--- config.mk ---
export PLATFORM = sky130hd
export DESIGN_NAME = io_port_bank
export DESIGN_NICKNAME = d
export VERILOG_FILES = /design/src/rtl/io_map_pkg.sv /design/src/rtl/io_sync.sv /design/src/rtl/io_port_bank.sv
export SDC_FILE = /design/constraint.sdc
export NUM_CORES = 1
export LEC_CHECK = 0
export CORE_UTILIZATION = 55
export DETAILED_ROUTE_END_ITERATION = 7
export PLACE_DENSITY = 0.84
export SLEW_MARGIN = 40
export SYNTH_ARGS = -nofsm -noshare
export SYNTH_HDL_FRONTEND = slang
export SYNTH_HIERARCHICAL = 1
export SYNTH_SLANG_ARGS = --single-unit
--- constraint.sdc ---
create_clock -name clk -period 13.1 [get_ports clk]
set_input_delay 3.275 -clock clk [delete_from_list [all_inputs] [get_ports clk]]
set_output_delay 3.275 -clock clk [all_outputs]
set_load 0.02 [all_outputs]
--- src/rtl/io_map_pkg.sv ---
// Shared address map for the CPU I/O port bank: default bases, status register
// offsets and the elaboration-time overlap helper.
package io_map_pkg;

   localparam int MAX_PORTS     = 16;

   localparam int DEF_OUT_BASE  = 'hE0;
   localparam int DEF_IN_BASE   = 'hF0;
   localparam int DEF_STAT_BASE = 'hD0;

   localparam int STAT_CHG_LO   = 0;
   localparam int STAT_CHG_HI   = 1;
   localparam int STAT_MASK_LO  = 2;
   localparam int STAT_MASK_HI  = 3;
   localparam int STAT_REGS     = 4;

   function automatic bit ranges_overlap(input int a_base, input int a_len,
                                         input int b_base, input int b_len);
      return (a_base < b_base + b_len) && (b_base < a_base + a_len);
   endfunction

endpackage

--- src/rtl/io_sync.sv ---
// Single-bit multi-flop synchroniser for asynchronous port inputs.
module io_sync #(
   parameter int STAGES = 2
) (
   input  logic clk,
   input  logic reset,
   input  logic d,
   output logic q
);

   logic [STAGES-1:0] sync_reg;

   always_ff @(posedge clk or posedge reset) begin
      if (reset) begin
         sync_reg <= '0;
      end else begin
         sync_reg <= {sync_reg[STAGES-2:0], d};
      end
   end

   assign q = sync_reg[STAGES-1];

endmodule

--- src/rtl/io_port_bank.sv ---
// Memory-mapped I/O port bank: registered outputs, synchronised inputs,
// sticky W1C change flags with per-port mask and a single level interrupt.
module io_port_bank
   import io_map_pkg::*;
#(
   parameter int DATA_W      = 8,
   parameter int ADDR_W      = 8,
   parameter int N_PORTS     = 16,
   parameter int OUT_BASE    = DEF_OUT_BASE,
   parameter int IN_BASE     = DEF_IN_BASE,
   parameter int STAT_BASE   = DEF_STAT_BASE,
   parameter int SYNC_STAGES = 2
) (
   input  logic                        clk,
   input  logic                        reset,
   input  logic [ADDR_W-1:0]           addr,
   input  logic                        wr_en,
   input  logic [DATA_W-1:0]           wr_data,
   output logic [DATA_W-1:0]           rd_data,
   input  logic [N_PORTS*DATA_W-1:0]   port_in,
   output logic [N_PORTS*DATA_W-1:0]   port_out,
   output logic                        irq
);

   localparam int TOTAL_W = N_PORTS * DATA_W;
   localparam int ARM_MAX = SYNC_STAGES + 1;
   localparam int ARM_W   = $clog2(ARM_MAX + 1);
   localparam logic [MAX_PORTS-1:0] PORT_MASK = MAX_PORTS'((33'h1 << N_PORTS) - 33'h1);

   if (N_PORTS < 1 || N_PORTS > MAX_PORTS || SYNC_STAGES < 2 || DATA_W < 8 ||
       ranges_overlap(OUT_BASE, N_PORTS, IN_BASE, N_PORTS) ||
       ranges_overlap(OUT_BASE, N_PORTS, STAT_BASE, STAT_REGS) ||
       ranges_overlap(IN_BASE, N_PORTS, STAT_BASE, STAT_REGS)) begin : g_param_check
      $error("io_port_bank: illegal parameter set");
   end

   logic [TOTAL_W-1:0]   sync_in;
   logic [TOTAL_W-1:0]   prev_reg;
   logic [TOTAL_W-1:0]   port_out_reg;
   logic [MAX_PORTS-1:0] chg_flag_reg;
   logic [MAX_PORTS-1:0] chg_flag_next;
   logic [MAX_PORTS-1:0] irq_mask_reg;
   logic [MAX_PORTS-1:0] chg_set;
   logic [MAX_PORTS-1:0] w1c;
   logic [ARM_W-1:0]     arm_cnt_reg;
   logic                 armed;
   logic                 irq_reg;

   genvar gi;

   for (gi = 0; gi < TOTAL_W; gi++) begin : g_sync
      io_sync #(.STAGES(SYNC_STAGES)) u_sync (
         .clk   (clk),
         .reset (reset),
         .d     (port_in[gi]),
         .q     (sync_in[gi])
      );
   end

   // Detection waits until prev_reg holds a real synchronised value, so the
   // reset-to-live transition never raises a flag.
   assign armed = (arm_cnt_reg == ARM_W'(ARM_MAX));

   for (gi = 0; gi < MAX_PORTS; gi++) begin : g_chg
      if (gi < N_PORTS) begin : g_live
         assign chg_set[gi] = armed &&
            (sync_in[gi*DATA_W +: DATA_W] != prev_reg[gi*DATA_W +: DATA_W]);
      end else begin : g_dead
         assign chg_set[gi] = 1'b0;
      end
   end

   always_comb begin
      w1c = '0;
      if (wr_en && addr == ADDR_W'(STAT_BASE + STAT_CHG_LO)) begin
         w1c[7:0] = wr_data[7:0];
      end
      if (wr_en && addr == ADDR_W'(STAT_BASE + STAT_CHG_HI)) begin
         w1c[15:8] = wr_data[7:0];
      end
   end

   // A new change in the same cycle as its W1C keeps the flag set.
   assign chg_flag_next = ((chg_flag_reg & ~w1c) | chg_set) & PORT_MASK;

   always_ff @(posedge clk or posedge reset) begin
      if (reset) begin
         port_out_reg <= '0;
         prev_reg     <= '0;
         chg_flag_reg <= '0;
         irq_mask_reg <= '0;
         arm_cnt_reg  <= '0;
         irq_reg      <= 1'b0;
      end else begin
         prev_reg     <= sync_in;
         chg_flag_reg <= chg_flag_next;
         irq_reg      <= |(chg_flag_reg & irq_mask_reg);
         if (!armed) begin
            arm_cnt_reg <= arm_cnt_reg + 1'b1;
         end
         for (int k = 0; k < N_PORTS; k++) begin
            if (wr_en && addr == ADDR_W'(OUT_BASE + k)) begin
               port_out_reg[k*DATA_W +: DATA_W] <= wr_data;
            end
         end
         if (wr_en && addr == ADDR_W'(STAT_BASE + STAT_MASK_LO)) begin
            irq_mask_reg[7:0] <= wr_data[7:0] & PORT_MASK[7:0];
         end
         if (wr_en && addr == ADDR_W'(STAT_BASE + STAT_MASK_HI)) begin
            irq_mask_reg[15:8] <= wr_data[7:0] & PORT_MASK[15:8];
         end
      end
   end

   always_comb begin
      rd_data = '0;
      for (int k = 0; k < N_PORTS; k++) begin
         if (addr == ADDR_W'(OUT_BASE + k)) begin
            rd_data = port_out_reg[k*DATA_W +: DATA_W];
         end
         if (addr == ADDR_W'(IN_BASE + k)) begin
            rd_data = sync_in[k*DATA_W +: DATA_W];
         end
      end
      if (addr == ADDR_W'(STAT_BASE + STAT_CHG_LO)) begin
         rd_data = DATA_W'(chg_flag_reg[7:0]);
      end
      if (addr == ADDR_W'(STAT_BASE + STAT_CHG_HI)) begin
         rd_data = DATA_W'(chg_flag_reg[15:8]);
      end
      if (addr == ADDR_W'(STAT_BASE + STAT_MASK_LO)) begin
         rd_data = DATA_W'(irq_mask_reg[7:0]);
      end
      if (addr == ADDR_W'(STAT_BASE + STAT_MASK_HI)) begin
         rd_data = DATA_W'(irq_mask_reg[15:8]);
      end
   end

   assign port_out = port_out_reg;
   assign irq      = irq_reg;

endmodule

== After elaboration in Yosys (flattened, before gate mapping) ==
Index checks and enable logic that the tools add are counted.
Operators by class
  add/subtract/negate cells: 1
  eq/ne operators: 53
  multiplexer cells: 38
  bitwise logic cells: 4
  reductions and logical operators: 37
Operators by type and width (number)
  $mux W8: 38
  $eq A8 B8 Y1 const B: 36
  $ne A8 B8 Y1: 16
  $logic_and A1 B1 Y1: 36
  $and A16 B16 Y16: 2
  $not A16 Y16: 1
  $or A16 B16 Y16: 1
  $reduce_or A16 Y1: 1
  $add A2 B1 Y2 const B: 1
  $eq A2 B2 Y1 const B: 1
Storage, ports and cells
  bits in registers: 547
  input port bits: 147
  output and inout bits: 137
  logic and storage cells: 283

== Logic depth before layout (Yosys ltp) ==
Gate-level depths: netlist of run 1.
  depth in word-level cells: 37
  mapped depth: 11
  gate-level depth less buffers: 7

== Cells and area by module ==
Netlist of run 1, hierarchy kept.
By module, submodules not included
  io_port_bank: times used 1, cells each 1310, area an instance 14691.6 µm², sequential area each 7282.0 µm²
  io_sync: times used 128, cells each 3, area an instance 53.8 µm², sequential area each 50.0 µm²

== Least setup slack after synthesis of run 1 ==
No wires, ideal clock.
  kind: input port to output port
  start point: in addr[4]
  end point: out rd_data[3]
  arrival time: 5.176 ns
  required time: 9.825 ns
  path slack: 4.649 ns
  stages: 8
  path buffers: 1
  cell sequence: buf_6 -> or4b_4 -> nor3_4 -> a21o_1 -> a21oi_1 -> o21ai_1 -> o2111ai_1 -> a311oi_1
On the way
  longest elaborated chain between the ends: 37
  elaborated cells on any way between the ends: 72
  those cells by class: 36 x eq/ne; 36 x mux
RTL lines
  start, declared: line io_port_bank.sv:16  | input logic [ADDR_W-1:0] addr,
  $eq A8 B8 Y1: line io_port_bank.sv:118  | if (addr == ADDR_W'(OUT_BASE + k)) begin
  $mux W8: line io_port_bank.sv:118
  $mux W8: line io_port_bank.sv:121  | if (addr == ADDR_W'(IN_BASE + k)) begin
  $mux W8: line io_port_bank.sv:118
  $mux W8: line io_port_bank.sv:121
  $mux W8: line io_port_bank.sv:118
  $mux W8: line io_port_bank.sv:121
  $mux W8: line io_port_bank.sv:118
  (+21 left out)
  $mux W8: line io_port_bank.sv:118
  $mux W8: line io_port_bank.sv:121
  $mux W8: line io_port_bank.sv:118
  $mux W8: line io_port_bank.sv:121
  $mux W8: line io_port_bank.sv:125  | if (addr == ADDR_W'(STAT_BASE + STAT_CHG_LO)) begin
  $mux W8: line io_port_bank.sv:128  | if (addr == ADDR_W'(STAT_BASE + STAT_CHG_HI)) begin
  $mux W8: line io_port_bank.sv:131  | if (addr == ADDR_W'(STAT_BASE + STAT_MASK_LO)) begin
  $mux W8 (*): line io_port_bank.sv:134  | if (addr == ADDR_W'(STAT_BASE + STAT_MASK_HI)) begin
  end, declared: line io_port_bank.sv:19  | output logic [DATA_W-1:0] rd_data,
Every way passes the cells marked *; elsewhere a longest branch is shown, timed or not.

== Worst setup path in the final report of run 1 ==
  start point: in addr[3]
  end point: out rd_data[6]
Same word-level chain as after synthesis.

==> results.md, run 1 <==
* Unique masters post-synth at 78
* Drt first pass iters at 5
* Mean routed wirelength per cell at 29.1 um
* Crit Path Max Fanout at 16
* Die area at 40000 um2
* Setup violators final at 0
* Max_slew headroom at 0.403
* Top cells by area, synth: dfrtp_1, mux2_2, xnor2_1
* Maximum Capacitance Violations at 0
* Clk_lat worst skew at 0.61 ns
* Post-DRT Antenna Nets at 0
* Crit path launch type: input pin
* Pwr per Cell Area at 138 nW/um2
* Max Freq at 0.0917 GHz
* CTS tree: yes
* Max stage delay on crit path at 0.97 ns
* IO buf count at 283
* Worst EP arrival at 7.63 ns
* Share of cells above drive strength 1 at 0.151
* Fin cells at 2538
* CP Cell Sequence: clkdlybuf4s50_1 > and4b_1 > nand3_1 > nand4_1 > nor4b_1 > o21ai_1 > and3_1 > a311oi_2 > clkdlybuf4s50_1
* Final nets at 2126
* Hold bufs inserted after CTS at 0
* Vias/cell at 6.19
* Worst Skew at 0.0219 ns
* Cell count of the worst reg-to-reg path at 4
* Status: finished clean
* GPL Wtd Cong at 0.985
* Worst hold path class: flip-flop to flip-flop
* I/O pins at 284
* CTS Buf Count at 52
* Worst hold start: g_sync[119].u_sync/sync_reg[0]$_DFF_PP0_
* CP Data Required Time at 9.82 ns
* Number of synthesized flops with an enable pin at 0
* Flops & latches, synth at 547
* Seq/Total Area, Yosys at 0.634
* Final Instance Area at 26600 um2
* Syn nets at 1842
* Clock slew at reported path FFs at 0.06 ns
* Fin. max-slew vios at 0
* R2R Path Start: g_sync[76].u_sync/sync_reg[1]$_DFF_PP0_
* Synth async-reset ratio at 1.00
* Top-count cell post-synth: dfrtp_1
* Syn. warnings at 6
* WS Path Type: input pin to output port
* Crit path top cell by count: clkdlybuf4s50_1
* Clock buffer depth at 3
* Delay-heaviest family, CP: simple AND/OR/NAND/NOR gates
* Core Area at 38600 um2
* DP Cell Count at 2442
* Initial core utilization at 0.558
* LEAKAGE at 11.8 nW
* TNS Setup at 0 ns
* Clock root buffer: clkbuf_16
* Buf/Inv on CP at 2
* First-pass GRT wire length at 107000 um
* Top_reg_cell synth: dfrtp_1
* Post-CTS setup buffers at 0
* Total Wirelength at 73800 um
* Number of global-route vias before repair at 16487
* Mapped Cells at 1694
* Grt total ovfl at 0
* Std-Cell Rows at 72
* Area after DPL at 24800 um2
* Hold Crit Endpoint: g_sync[119].u_sync/sync_reg[1]$_DFF_PP0_
* Max VDD drop at 136 uV
* Hold path depth at 0
* Max FFs per register at 256
* Commonest cells in the netlist: dfrtp_1, mux2_2, inv_1, nand2_1, xnor2_1
* Hpwl dp at 53000 um
* Worst R2R End: chg_flag_reg[9]$_DFF_PP0_
* Resized Gates After CTS at 0
* Fin crit share at 0.832
* DR vias at 15718
* Unrepaired setup endpoints after global routing: no
* Final Hold Viols at 0
* H-Tree Depth at 2
* DIE WIDTH at 200 um
* Die height at 200 um
* Iteration-0 DRC Markers at 1467
* Minimum clock period at 10.90 ns
* Avg Cell Area, Syn at 12.7 um2
* Slowest stage cell on the critical path: clkdlybuf4s50_1
* Largest area contributor in the netlist: dfrtp_1
* Crit. End Element: output port
* Synth top area share at 0.634
* CP Depth at 9
* GRT Overall Usage at 0.376
* # clock sinks at 547
* Worst R2R Setup Slack at 11.34 ns
* Worst-Margin Slew at 0.894 ns
* DRC Markers at 0
* P&R area growth vs syn at 23.1%
* Pin count of the biggest net entering global routing at 140
* Mapped Area at 21600 um2
* Initial antenna violation count at 5
where the power goes:
| part | switching, W | internal, W |
|---|---|---|
| Combinational | 0.000182 | 0.000141 |
| Clock | 0.000642 | 0.000853 |
| Sequential | 0.0000785 | 0.00177 |
| Total | 0.000902 | 0.00277 |
per-stage QoR:
step                      worst slack (ns)   util  power [W]  hold WS, ns
after detailed placement              2.36  0.643    0.00219        0.335
after CTS                             2.34  0.687    0.00368        0.342
after global placement                2.47  0.643    0.00218        0.331
after floorplan                       1.79      -    0.00201        0.331
after global routing                  2.08  0.687    0.00378        0.351
final                                 2.20  0.687    0.00367        0.341
cell families after synthesis:
group           after synthesis  synth area share
compound gates              288            0.0960
xor+xnor                    129            0.0524
fa+ha+maj                     1          0.000580
buf+inv                     218            0.0434
flops                       547             0.634
mux                         167            0.0877
simple gates                344            0.0856
layout make-up:
| cell class | count | area [um2] |
|---|---|---|
| Multi-Input combinational cell | 929 | 6970 |
| Fill cell | 2667 | 12100 |
| Clock buffer | 74 | 1530 |
| Sequential cell | 547 | 13700 |
| Clock inverter | 20 | 181 |
| Tap cell | 518 | 648 |
| Antenna cell | 2 | 5.00 |
| Inverter | 138 | 531 |
| Timing Repair Buffer | 310 | 3020 |
per-layer routing:
layer / vias to the layer above / global-route usage / share of wire
met3: 258 / 0.0706 / 0.084
met5: - / 0 / 0.00071
li1: 6488 / - / -
met2: 970 / 0.598 / 0.47
met1: 7994 / 0.486 / 0.39
met4: 8 / 0.220 / 0.062
worst max path at each step:
stage          startpoint  slack, ns                          to
2_1_floorplan       reset       1.79  arm_cnt_reg[0]$_DFFE_PP0N_
3_3_place_gp      addr[3]       2.47                  rd_data[6]
3_5_place_dp      addr[3]       2.36                  rd_data[6]
4_1_cts           addr[3]       2.34                  rd_data[6]
5_1_grt           addr[3]       2.08                  rd_data[6]
6_report          addr[3]       2.20                  rd_data[6]
placed cells by master, fill, tap and decap left out, drive strengths merged, types with 9 or more instances in the layout:
master         Yosys  final
dfrtp            547    547
mux2             147    147
a221oi            16     16
nand4             33     33
clkinv             1     14
mux2i             17     17
nor4              22     22
o211ai             9      9
a32oi             10     10
nand3             29     29
xor2              56     56
o22ai             14     14
nand2b            11     11
nand2            111    111
nor2              56     56
a2111oi           16     16
o221ai            14     14
clkdlybuf4s50      0    278
clkbuf            32     74
nor3              35     35
xnor2             73     73
a211oi            14     14
a21oi             55     55
inv              137    141
a22o              16     16
o21ai             55     55
buf               48     32
o2111ai           11     11
No activity file was read; power rests on OpenSTA's default activity.
==> inputs of run 2 (changes only) <==
- clock period: 13.1 -> 10.3 ns (I/O delays scaled with it)
==> results.md, run 2 (synthesized netlist as in run 1, its figures left out) <==
* I/O pins at 284
* Post-CTS setup buffers at 0
* Iteration-0 DRC Markers at 1672
* Clock root buffer: clkbuf_16
* Fin util at 0.692
* Post-DRT Antenna Nets at 0
* Clock slew at reported path FFs at 0.06 ns
* Initial core utilization at 0.558
* CP Cell Sequence: clkdlybuf4s50_1 > buf_4 > nand2_2 > nor2_1 > buf_4 > a2111oi_2 > buf_2 > nor4_1 > o21ai_0 > and3_1 > a311oi_2 > clkdlybuf4s50_1
* Hpwl dp at 53900 um
* Minimum clock period at 9.21 ns
* Max stage delay on crit path at 0.82 ns
* Final nets at 2144
* CTS tree: yes
* Hold bufs inserted after CTS at 0
* WS Path Type: input pin to output port
* Max FFs per register at 256
* Most frequent cells in the layout: dfrtp_1, clkdlybuf4s50_1, mux2_2
* Total Wirelength at 74300 um
* Setup violators final at 0
* Pin count of the biggest net entering global routing at 148
* Mean routed wirelength per cell at 29.1 um
* Worst EP arrival at 6.64 ns
* Die area at 40000 um2
* Clock buffer depth at 3
* GRT Overall Usage at 0.381
* LEAKAGE at 11.9 nW
* DR vias at 15716
* Max VDD drop at 179 uV
* Worst Skew at 0.0165 ns
* Overall power at 0.00468 W
* TNS Setup at 0 ns
* Max Freq at 0.109 GHz
* P&R area growth vs syn at 23.9%
* Initial antenna violation count at 2
* Crit path launch type: input pin
* GPL Wtd Cong at 1.01
* Most common cell after layout, fill and taps aside: dfrtp_1
* Die height at 200 um
* Vias/cell at 6.15
* Unrepaired setup endpoints after global routing: no
* Fin crit share at 0.895
* CP Data Required Time at 7.73 ns
* Max_slew headroom at 0.417
* Slowest stage cell on the critical path: clkdlybuf4s50_1
* H-Tree Depth at 2
* Number of fill cells at 2593
* Share of cells above drive strength 1 at 0.158
* Crit Path Max Fanout at 14
* Register area at 13700 um2
* Status: finished clean
* Std-Cell Rows at 72
* Final hold slack at 0.344 ns
* Grt total ovfl at 0
* Fin. max-slew vios at 0
* Core Area at 38600 um2
* Maximum Capacitance Violations at 0
* Drt first pass iters at 6
* DIE WIDTH at 200 um
* CTS Buf Count at 53
* # clock sinks at 547
* First-pass GRT wire length at 108000 um
* Crit. End Element: output port
* Worst hold path class: flip-flop to flip-flop
* Worst-Margin Slew at 0.872 ns
* Footprint of the multi-input gates at 6960 um2
* IO buf count at 283
* DRC Markers at 0
* Resized Gates After CTS at 0
* Pwr per Cell Area at 175 nW/um2
* Final Hold Viols at 0
* Number of global-route vias before repair at 16179
* Clk_lat worst skew at 0.62 ns
==> run 2: changes by cell type in the layout (fill, tap and decap cells not counted), sizes merged <==
cell and change:
diode -1, clkdlybuf4s50 +1, clkinvlp +2, clkbuf +2, clkinv -1, inv -1, bufinv -1, buf +16
==> run 2: per-stage QoR <==
step	area, um2	cells	setup WS, ns
2_1_floorplan	21600	1694	3.25
3_3_place_gp	24900	2456	0.675
3_5_place_dp	25000	2458	1.16
4_1_cts	26700	2553	1.15
5_1_grt	26700	2554	1.06
6_report	26700	2555	1.09
==> run 2: worst max-delay path: cells and delay by family <==
| family | cells | cell delay [ns] |
|---|---|---|
| AND/OR/NAND/NOR | 4 | 1.19 |
| buffers and inverters | 5 | 2.25 |
| AO/OA/AOI/OAI | 3 | 0.61 |
==> run 2: worst paths after layout <==
path,slack [ns],end,from,depth (start not counted)
worst max-delay path,1.09,rd_data[6],addr[5],12
worst min-delay path,0.34,g_sync[36].u_sync/sync_reg[1]$_DFF_PP0_,g_sync[36].u_sync/sync_reg[0]$_DFF_PP0_,0
worst max register to register,8.56,chg_flag_reg[9]$_DFF_PP0_,g_sync[76].u_sync/sync_reg[1]$_DFF_PP0_,4
worst min register to register,0.34,g_sync[36].u_sync/sync_reg[1]$_DFF_PP0_,g_sync[36].u_sync/sync_reg[0]$_DFF_PP0_,0
max in group asynchronous,6.20,prev_reg[86]$_DFF_PP0_,reset,7
min in group asynchronous,2.11,g_sync[92].u_sync/sync_reg[0]$_DFF_PP0_,reset,2
==> run 2: routing by layer <==
metal	vias up	GRT usage	part of all wire
met2	895	0.624	0.48
met3	214	0.0680	0.079
met1	8059	0.492	0.39
li1	6546	-	-
met4	2	0.187	0.050
met5	-	0	0.00019
==> run 2: cell type report <==
cell class	count	share of cell area
multi-input cells	929	0.260
inverters	138	0.0195
clock buffers	76	0.0592
diodes	1	0.0000936
repair buffers	327	0.119
well taps	518	0.0242
flip-flops and latches	547	0.512
clock inverters	19	0.00561
==> run 2: report_power, final <==
part	leakage, nW	internal (W)	switching (W)
combinational	4.42	0.000183	0.000231
sequential	6.62	0.00225	0.000102
clock	0.864	0.00109	0.000820
